### config.mk
export PLATFORM = sky130hd
export DESIGN_NAME = jtag_scan_master_flat
export DESIGN_NICKNAME = d
export VERILOG_FILES = /design/src/rtl/jtag_scan_master_pkg.sv /design/src/rtl/jtag_scan_master_if.sv /design/src/rtl/jtag_tck_gen.sv /design/src/rtl/jtag_scan_master.sv /design/src/flat_wrapper.sv
export SDC_FILE = /design/constraint.sdc
export NUM_CORES = 1
export LEC_CHECK = 0
export BUFFER_PORTS_ARGS = -buffer_cell sky130_fd_sc_hd__buf_2
export CORE_MARGIN = 5
export CORE_UTILIZATION = 42
export DETAILED_ROUTE_END_ITERATION = 7
export PLACE_DENSITY = 0.74
export SYNTH_ARGS = -nofsm -noshare
export SYNTH_HDL_FRONTEND = slang
export SYNTH_SLANG_ARGS = --single-unit
### constraint.sdc
create_clock -name clk -period 4.3 [get_ports clk]
set_clock_uncertainty 0.05 [all_clocks]
set_input_delay 0 -clock clk [delete_from_list [all_inputs] [get_ports clk]]
set_output_delay 0 -clock clk [all_outputs]
set_load 0.1 [all_outputs]
### src/rtl/jtag_scan_master_pkg.sv
// -----------------------------------------------------------------------------
// jtag_master_pkg
// Shared definitions for the JTAG scan master:
//   - cmd_type_e : command encoding carried on the command interface
//   - state_e    : sequencing FSM states (also exported as a debug output)
//   - TMS pattern constants and lengths for TAP reset, IR/DR head and tail.
//     Pattern bit i is the TMS value driven during the i-th TCK of the segment.
//   - clamp_len  : limits a requested scan length to MAX_LEN bits
// -----------------------------------------------------------------------------
package jtag_master_pkg;

    typedef enum logic [1:0] {
        CMD_TAP_RESET = 2'd0,
        CMD_IR_SCAN   = 2'd1,
        CMD_DR_SCAN   = 2'd2,
        CMD_RUN_IDLE  = 2'd3
    } cmd_type_e;

    typedef enum logic [2:0] {
        ST_IDLE  = 3'd0,
        ST_SYNC  = 3'd1,
        ST_HEAD  = 3'd2,
        ST_SHIFT = 3'd3,
        ST_TAIL  = 3'd4,
        ST_DONE  = 3'd5
    } state_e;

    localparam logic [5:0] MAX_LEN = 6'd32;

    // Five TMS=1 clocks force Test-Logic-Reset from any state, the sixth
    // (TMS=0) parks the TAP in Run-Test/Idle.
    localparam logic [7:0] RESET_TMS   = 8'b0001_1111;
    localparam logic [5:0] RESET_LEN   = 6'd6;

    // Run-Test/Idle -> Select-DR -> Select-IR -> Capture-IR -> Shift-IR
    localparam logic [7:0] IR_HEAD_TMS = 8'b0000_0011;
    localparam logic [5:0] IR_HEAD_LEN = 6'd4;

    // Run-Test/Idle -> Select-DR -> Capture-DR -> Shift-DR
    localparam logic [7:0] DR_HEAD_TMS = 8'b0000_0001;
    localparam logic [5:0] DR_HEAD_LEN = 6'd3;

    // Exit1 -> Update -> Run-Test/Idle (Exit1 is entered by the last shift bit)
    localparam logic [7:0] TAIL_TMS    = 8'b0000_0001;
    localparam logic [5:0] TAIL_LEN    = 6'd2;

    function automatic logic [5:0] clamp_len(input logic [5:0] len);
        return (len > MAX_LEN) ? MAX_LEN : len;
    endfunction

endpackage

### src/rtl/jtag_scan_master_if.sv
// -----------------------------------------------------------------------------
// jtag_scan_master_if
// Command / response interface of the JTAG scan master.
//
// Handshake: a command transfers on a rising clk edge where cmd_valid and
// cmd_ready are both 1. cmd_type/cmd_len/cmd_data are captured on that edge;
// the requester may change them freely afterwards. cmd_ready stays low (busy
// high) until the command completes. Completion is a one-cycle rsp_valid pulse
// with rsp_data, which is held until the next rsp_valid. There is no response
// back-pressure: the requester must be able to take rsp_data on that cycle.
//
// Signals:
//   cmd_valid  requester -> master  command offered
//   cmd_ready  master -> requester  master idle
//   cmd_type   requester -> master  TAP_RESET / IR_SCAN / DR_SCAN / RUN_IDLE
//   cmd_len    requester -> master  scan bits (1..32, >32 clamped) or TCK count
//   cmd_data   requester -> master  TDI payload, LSB first
//   rsp_valid  master -> requester  command complete pulse
//   rsp_data   master -> requester  captured TDO, right-aligned
//   busy       master -> requester  inverse of cmd_ready
// Modports: master = command issuer, slave = jtag_scan_master.
// -----------------------------------------------------------------------------
interface jtag_scan_master_if;
    import jtag_master_pkg::*;

    logic        cmd_valid;
    logic        cmd_ready;
    cmd_type_e   cmd_type;
    logic [5:0]  cmd_len;
    logic [31:0] cmd_data;
    logic        rsp_valid;
    logic [31:0] rsp_data;
    logic        busy;

    modport master (
        output cmd_valid, cmd_type, cmd_len, cmd_data,
        input  cmd_ready, rsp_valid, rsp_data, busy
    );

    modport slave (
        input  cmd_valid, cmd_type, cmd_len, cmd_data,
        output cmd_ready, rsp_valid, rsp_data, busy
    );

endinterface

### src/rtl/jtag_tck_gen.sv
// -----------------------------------------------------------------------------
// jtag_tck_gen
// Generates TCK from the system clock: TCK_HALF clk cycles low, then TCK_HALF
// clk cycles high, repeating while run_i is 1. While run_i is 0 the phase
// counter is cleared and TCK is held low, so the first period after run_i
// rises always starts with a full low phase.
//
// Ports:
//   clk, rst       system clock, asynchronous active-high reset
//   run_i          enable TCK generation
//   tck_o          TCK pin value (registered)
//   rise_strobe_o  1 in the cycle whose closing clk edge drives TCK high
//   fall_strobe_o  1 in the cycle whose closing clk edge drives TCK low,
//                  i.e. the edge that starts the next low phase
// -----------------------------------------------------------------------------
module jtag_tck_gen #(
    parameter int unsigned TCK_HALF = 2
) (
    input  logic clk,
    input  logic rst,
    input  logic run_i,
    output logic tck_o,
    output logic rise_strobe_o,
    output logic fall_strobe_o
);

    localparam logic [3:0] HALF_M1 = 4'(TCK_HALF - 1);

    logic [3:0] cnt_q, cnt_d;
    logic       tck_q, tck_d;
    logic       phase_end;

    always_comb begin
        phase_end = run_i && (cnt_q == HALF_M1);
        cnt_d     = '0;
        tck_d     = 1'b0;
        if (run_i) begin
            if (phase_end) begin
                cnt_d = '0;
                tck_d = ~tck_q;
            end else begin
                cnt_d = cnt_q + 4'd1;
                tck_d = tck_q;
            end
        end
    end

    always_ff @(posedge clk or posedge rst) begin
        if (rst) begin
            cnt_q <= '0;
            tck_q <= 1'b0;
        end else begin
            cnt_q <= cnt_d;
            tck_q <= tck_d;
        end
    end

    assign tck_o         = tck_q;
    assign rise_strobe_o = phase_end && !tck_q;
    assign fall_strobe_o = phase_end && tck_q;

endmodule

### src/rtl/jtag_scan_master.sv
// -----------------------------------------------------------------------------
// jtag_scan_master
// Executes one JTAG command at a time on a target TAP: TAP reset, IR scan,
// DR scan or a run of Run-Test/Idle clocks. The TAP is assumed to rest in
// Run-Test/Idle between commands; until a TAP reset has been issued since the
// last rst, scan/idle commands are prefixed with the reset sequence (SYNC).
//
// Ports:
//   clk, rst  system clock, asynchronous active-high reset
//   bus       command/response interface (slave side)
//   tck, tms, tdi  JTAG pins to target; tdo  from target
//   state_o   current FSM state (debug)
//
// Sequencing: every non-idle state walks a segment of seg_len TCKs indexed by
// idx_q. tms/tdi are decoded from (state, idx) so they change only when the
// state/index registers change: on acceptance (start of the first low phase)
// and on fall strobes (start of each following low phase). TDO is captured
// on rise strobes.
// -----------------------------------------------------------------------------
module jtag_scan_master
    import jtag_master_pkg::*;
#(
    parameter int unsigned TCK_HALF = 2
) (
    input  logic              clk,
    input  logic              rst,
    jtag_scan_master_if.slave bus,
    output logic              tck,
    output logic              tms,
    output logic              tdi,
    input  logic              tdo,
    output state_e            state_o
);

    state_e      state_q, state_d;
    logic [5:0]  idx_q, idx_d;

    cmd_type_e   type_q;
    logic [5:0]  len_q;
    logic [31:0] data_q;
    logic        synced_q;
    logic [31:0] sh_q;
    logic        rsp_valid_q;
    logic [31:0] rsp_data_q;

    logic        run;
    logic        rise_strobe;
    logic        fall_strobe;
    logic        cmd_ready;
    logic        accept;
    logic [5:0]  acc_len;
    logic [5:0]  seg_len;
    logic        last_bit;
    logic        is_scan;
    state_e      after_sync;

    jtag_tck_gen #(
        .TCK_HALF (TCK_HALF)
    ) u_tck_gen (
        .clk           (clk),
        .rst           (rst),
        .run_i         (run),
        .tck_o         (tck),
        .rise_strobe_o (rise_strobe),
        .fall_strobe_o (fall_strobe)
    );

    assign accept  = bus.cmd_valid && cmd_ready;
    assign acc_len = clamp_len(bus.cmd_len);
    assign is_scan = (type_q == CMD_IR_SCAN) || (type_q == CMD_DR_SCAN);

    // Length of the segment the current state walks through.
    always_comb begin
        case (state_q)
            ST_SYNC:  seg_len = RESET_LEN;
            ST_HEAD:  seg_len = (type_q == CMD_IR_SCAN) ? IR_HEAD_LEN : DR_HEAD_LEN;
            ST_SHIFT: seg_len = len_q;
            ST_TAIL:  seg_len = TAIL_LEN;
            default:  seg_len = 6'd1;
        endcase
    end

    assign last_bit = (idx_q == seg_len - 6'd1);

    // RUN_IDLE reuses SHIFT as a plain TMS=0 clock run with no head or tail.
    always_comb begin
        case (type_q)
            CMD_TAP_RESET: after_sync = ST_DONE;
            CMD_RUN_IDLE:  after_sync = ST_SHIFT;
            default:       after_sync = ST_HEAD;
        endcase
    end

    // ---------------------------------------------------------------- state reg
    always_ff @(posedge clk or posedge rst) begin
        if (rst) begin
            state_q <= ST_IDLE;
            idx_q   <= '0;
        end else begin
            state_q <= state_d;
            idx_q   <= idx_d;
        end
    end

    // --------------------------------------------------------------- next state
    always_comb begin
        state_d = state_q;
        idx_d   = idx_q;
        case (state_q)
            ST_IDLE: begin
                if (accept) begin
                    idx_d = '0;
                    if (bus.cmd_type == CMD_TAP_RESET) begin
                        state_d = ST_SYNC;
                    end else if (acc_len == 6'd0) begin
                        state_d = ST_DONE;      // zero length: no TCK at all
                    end else if (!synced_q) begin
                        state_d = ST_SYNC;
                    end else if (bus.cmd_type == CMD_RUN_IDLE) begin
                        state_d = ST_SHIFT;
                    end else begin
                        state_d = ST_HEAD;
                    end
                end
            end
            ST_SYNC: begin
                if (fall_strobe) begin
                    if (last_bit) begin
                        idx_d   = '0;
                        state_d = after_sync;
                    end else begin
                        idx_d = idx_q + 6'd1;
                    end
                end
            end
            ST_HEAD: begin
                if (fall_strobe) begin
                    if (last_bit) begin
                        idx_d   = '0;
                        state_d = ST_SHIFT;
                    end else begin
                        idx_d = idx_q + 6'd1;
                    end
                end
            end
            ST_SHIFT: begin
                if (fall_strobe) begin
                    if (last_bit) begin
                        idx_d   = '0;
                        state_d = is_scan ? ST_TAIL : ST_DONE;
                    end else begin
                        idx_d = idx_q + 6'd1;
                    end
                end
            end
            ST_TAIL: begin
                if (fall_strobe) begin
                    if (last_bit) begin
                        idx_d   = '0;
                        state_d = ST_DONE;
                    end else begin
                        idx_d = idx_q + 6'd1;
                    end
                end
            end
            ST_DONE: begin
                state_d = ST_IDLE;
            end
            default: begin
                state_d = ST_IDLE;
                idx_d   = '0;
            end
        endcase
    end

    // ------------------------------------------------------------------ outputs
    always_comb begin
        cmd_ready = 1'b0;
        run       = 1'b0;
        tms       = 1'b0;
        tdi       = 1'b0;
        case (state_q)
            ST_IDLE: begin
                cmd_ready = 1'b1;
            end
            ST_SYNC: begin
                run = 1'b1;
                tms = RESET_TMS[idx_q[2:0]];
            end
            ST_HEAD: begin
                run = 1'b1;
                tms = (type_q == CMD_IR_SCAN) ? IR_HEAD_TMS[idx_q[2:0]]
                                              : DR_HEAD_TMS[idx_q[2:0]];
            end
            ST_SHIFT: begin
                run = 1'b1;
                if (is_scan) begin
                    tms = last_bit;     // last bit moves Shift -> Exit1
                    tdi = data_q[idx_q[4:0]];
                end
            end
            ST_TAIL: begin
                run = 1'b1;
                tms = TAIL_TMS[idx_q[2:0]];
            end
            default: begin
                run = 1'b0;
            end
        endcase
    end

    // ----------------------------------------------------------------- datapath
    always_ff @(posedge clk or posedge rst) begin
        if (rst) begin
            type_q      <= CMD_TAP_RESET;
            len_q       <= '0;
            data_q      <= '0;
            synced_q    <= 1'b0;
            sh_q        <= '0;
            rsp_valid_q <= 1'b0;
            rsp_data_q  <= '0;
        end else begin
            rsp_valid_q <= 1'b0;

            if (accept) begin
                type_q <= bus.cmd_type;
                len_q  <= acc_len;
                data_q <= bus.cmd_data;
                sh_q   <= '0;
            end

            if ((state_q == ST_SYNC) && fall_strobe && last_bit) begin
                synced_q <= 1'b1;
            end

            // New bit enters at len-1 and older bits move down, so after
            // len_q bits the first arrival sits at bit 0 and upper bits stay 0.
            if ((state_q == ST_SHIFT) && is_scan && rise_strobe) begin
                sh_q <= (sh_q >> 1) | ({31'd0, tdo} << (len_q - 6'd1));
            end

            if (state_q == ST_DONE) begin
                rsp_valid_q <= 1'b1;
                rsp_data_q  <= sh_q;
            end
        end
    end

    assign bus.cmd_ready = cmd_ready;
    assign bus.busy      = ~cmd_ready;
    assign bus.rsp_valid = rsp_valid_q;
    assign bus.rsp_data  = rsp_data_q;
    assign state_o       = state_q;

endmodule

### src/flat_wrapper.sv
// flat-port wrapper written by rule: the top's interface ports become plain ports
module jtag_scan_master_flat import jtag_master_pkg::*;
#(
    parameter int unsigned TCK_HALF = 2
)
  (clk, rst, tck, tms, tdi, tdo, state_o, bus_cmd_valid, bus_cmd_type, bus_cmd_len, bus_cmd_data, bus_cmd_ready, bus_rsp_valid, bus_rsp_data, bus_busy);
  jtag_scan_master_if bus_i ();
  input  logic clk;
  input  logic rst;
  output logic tck;
  output logic tms;
  output logic tdi;
  input  logic tdo;
  output state_e state_o;
  input wire logic [$bits(bus_i.cmd_valid)-1:0] bus_cmd_valid;
  input wire logic [$bits(bus_i.cmd_type)-1:0] bus_cmd_type;
  input wire logic [$bits(bus_i.cmd_len)-1:0] bus_cmd_len;
  input wire logic [$bits(bus_i.cmd_data)-1:0] bus_cmd_data;
  output wire logic [$bits(bus_i.cmd_ready)-1:0] bus_cmd_ready;
  output wire logic [$bits(bus_i.rsp_valid)-1:0] bus_rsp_valid;
  output wire logic [$bits(bus_i.rsp_data)-1:0] bus_rsp_data;
  output wire logic [$bits(bus_i.busy)-1:0] bus_busy;
  assign bus_i.cmd_valid = bus_cmd_valid;
  assign bus_i.cmd_type = bus_cmd_type;
  assign bus_i.cmd_len = bus_cmd_len;
  assign bus_i.cmd_data = bus_cmd_data;
  assign bus_cmd_ready = bus_i.cmd_ready;
  assign bus_rsp_valid = bus_i.rsp_valid;
  assign bus_rsp_data = bus_i.rsp_data;
  assign bus_busy = bus_i.busy;
  jtag_scan_master #(.TCK_HALF(TCK_HALF)) u_core (.clk(clk), .rst(rst), .bus(bus_i), .tck(tck), .tms(tms), .tdi(tdi), .tdo(tdo), .state_o(state_o));
endmodule
==> metrics.txt <==
IO Count=85; type of the worst setup path=reg2out; CP cell instances=xnor2_1, o221ai_2, ha_1, nand3b_1, a2111oi_2, a211oi_2, xnor2_1, nand4_1, o21ai_2, buf_2; Mean Syn Cell Area=slightly below 10 um^2; Sw Ratio=19.6%; Setup TNS Final=0 ns; yosys warns=0; sequential fraction of design power=between 40% and 50%; Setup violations, final=0; CP Buf/Inv Count=1; # clock sinks=120; Post-CTS Hold Buffers=47; largest net degree at the start of global routing=between 80 and 90; Post-Synthesis Cells=~600; CTS Root Cell=clkbuf_16; fin util=54.4%; vias in the first global route=roughly 5.0k; H-Tree Level Count=4; Clock Latency Late Sink=approximately 0.41 ns; cell area after synthesis=just under 6000 um^2; Logic pwr share=3.1%; RR Endpoint=u_core.state_o[1]$_DFFE_PP0P_; Mapped Nets=between 600 and 700; Yosys top cell by area=dfrtp_1; sequential-to-total area share from yosys stat=50.7%; Largest delay share family, worst path=compound AO/OA/AOI/OAI gates; crit-path max cell delay=roughly 0.72 ns; Die ar.=between 15000 and 20000 um^2; Switch Pwr=around 520 uW; First DRT Iteration DRCs=about 250; commonest cells after routing, fill and taps aside=nand2_1, dfrtp_1, buf_2; met1 global-route usage=between 20% and 30%; DRT Wirelength=~14000 um; GR Layer Usage met2=a little under a third; WL/cell=around 15 um; Via-to-Cell Ratio=approximately 5.3; Area Growth Syn to Fin=27.1%; layout cells sized above 1=around a quarter; buffer count from post-CTS setup fixing=0; starting density of the core=around 43%; Worst Hold Class=in2reg; overall die width=around 130 um; Resize count post-CTS=0; Post-synth ARST share=100%; Placeable Area=between 10000 and 15000 um^2; gr ovfl total=0; gp weighted congestion=around 0.86; Clk pwr share=about 55%; relative slew slack=15.7%; Residual DRC=0; reg2reg setup slack=between 1 and 1.5 ns; Post-synth EDFFs=0; Setup crit end kind=output pin; count of cell types in the netlist=57; worst slew pin tran=between 1 and 1.5 ns; crit-path max FO=22; period utilization=approximately 84%; number of diodes=0; first-pass GRT wire length=roughly 24000 um; post-route ant nets=0; CP startpoint kind=flop; max-cap viol count=0; busiest grt layer=met2; status=finished, final reports clean; Yosys reg bits=120; Slew Limit Fails=0; vias=between 4k and 5k; P_leak=between 0.003 and 0.004 uW; Int Power=roughly 2200 uW; final net count=about 770; fmax=about 280 MHz; number of I/O port buffers=84; most frequent CP cell=xnor2_1; Pre-antenna DRT Iters=5; R2R depth=10; dpl hpwl=just over 9000 um; CTS clk-pin slew, worst paths=~0.05 ns; buffer depth of the longest clock path=2; met3 usage=around 5.6%; most common library cell in the layout ignoring fill and taps=nand2_1; hold endpoint=u_core.state_o[2]$_DFFE_PP0P_; ys flop type=dfrtp_1; Synth top area share=around half; CP required=roughly 4.3 ns; CP max stage cell=dfrtp_1; WP data arrival=3.58 ns; # rows=43; GRT Overall Usage=18.0%; Worst R2R Start=u_core.state_o[2]$_DFFE_PP0P_; min-delay src=bus_cmd_valid; VDD IR max=a little under 0.0003 V; CTS tree=built; synth top area cells=dfrtp_1, nand2_1, mux2_2; PD cells=between 300 and 400 nW/um^2; worst hold stages=4; final hold violation count=0; number of antenna violations at the first check in global routing=0; DIE HEIGHT=around 130 um; CTS Buf Count=17; final critical-path required period=3.63 ns; unrepaired setup endpoints after global routing=false
stage by stage:
step	hold slack [ns]	cell area [um^2]	total power, uW	instances	setup WS [ns]
final	0.0941	7520	2680	914	0.672
after global placement	0.183	6450	1200	835	1.19
after global routing	0.111	7520	2770	914	0.340
after detailed placement	0.186	6450	1200	835	1.12
after CTS	0.0659	7520	2700	914	0.640
after floorplan	0.0981	5920	1170	601	0.398
area by class of cell:
| type | count | area (um^2) |
|---|---|---|
| Clock buffer | 23 | 458 |
| Timing Repair Buffer | 134 | 913 |
| Inverter | 18 | 70.1 |
| Tap cell | 180 | 225 |
| Sequential cell | 120 | 3000 |
| Multi-Input combinational cell | 430 | 2710 |
| Clock inverter | 9 | 148 |
| Fill cell | 1182 | 6300 |
per-layer routing:
layer	vias to the layer above	wire (um)
met2	166	7080
met1	2298	5680
met3	35	912
met4	0	340
met5	-	0
li1	2328	-
power by group through the flow:
stage / registers [uW] / logic, uW / clock network, uW
floorplan: 1150 / 21.6 / 0
global placement: 1150 / 50.2 / 0
detailed placement: 1150 / 51.3 / 0
CTS: 1130 / 84.2 / 1490
global route: 1130 / 95.1 / 1550
finish: 1130 / 83.5 / 1470
worst max-delay path by stage:
stage | cells past startpoint | slack, ns | to | start
3_5_place_dp | 10 | 1.12 | tms | u_core.state_o[2]$_DFFE_PP0P_
3_3_place_gp | 10 | 1.19 | tms | u_core.state_o[2]$_DFFE_PP0P_
2_1_floorplan | 6 | 0.40 | u_core.data_q[31]$_DFFE_PP0P_ | u_core.state_o[0]$_DFFE_PP0P_
6_report | 10 | 0.67 | tms | u_core.state_o[2]$_DFFE_PP0P_
4_1_cts | 10 | 0.64 | tms | u_core.state_o[2]$_DFFE_PP0P_
5_1_grt | 10 | 0.34 | tms | u_core.state_o[2]$_DFFE_PP0P_
flip-flops by register name (all words and copies together), names as in the netlist:
register                flops
u_core.bus.rsp_data        32
u_core.data_q              32
u_core.sh_q                32
u_core.idx_q                6
u_core.len_q                6
u_core.u_tck_gen.cnt_q      4
u_core.state_o              3
u_core.type_q               2
u_core.bus.rsp_valid        1
u_core.synced_q             1
u_core.u_tck_gen.tck_o      1
Yosys cell counts, types with 3 or more instances:
master    instances
nand2b_1         14
clkbuf_1         20
nand3_1          24
xor2_1            6
inv_1            18
buf_1             7
ha_1              9
mux4_2            4
xnor2_1           9
nor3_1            3
and3_1           15
nand3b_1          4
nor2_1           26
o22ai_1           5
buf_2             3
dfrtp_1         120
o221ai_1          4
o21ai_1           5
and2_1            4
mux2i_1           9
a21oi_1          42
buf_6             3
nand2_1         128
o21ai_0          40
nand4_1           3
mux2_2           36
nor3_2            3
logic make-up after synthesis:
| logic type | share of synthesized area (%) |
|---|---|
| xor+xnor | 2.22 |
| flops | 50.7 |
| mux | 10.1 |
| fa+ha+maj | 1.90 |
| simple gates | 19.3 |
| compound gates | 12.0 |
| buf+inv | 3.68 |
worst reg2reg max path, delay by kind of cell (launching register included):
kind / cells / cell delay [ns]
compound gates: 4 / 0.89
flops: 1 / 0.72
xor+xnor: 2 / 0.47
mux: 1 / 0.34
simple gates: 2 / 0.29
fa+ha+maj: 1 / 0.24
No activity file was read; power rests on OpenSTA's default activity.
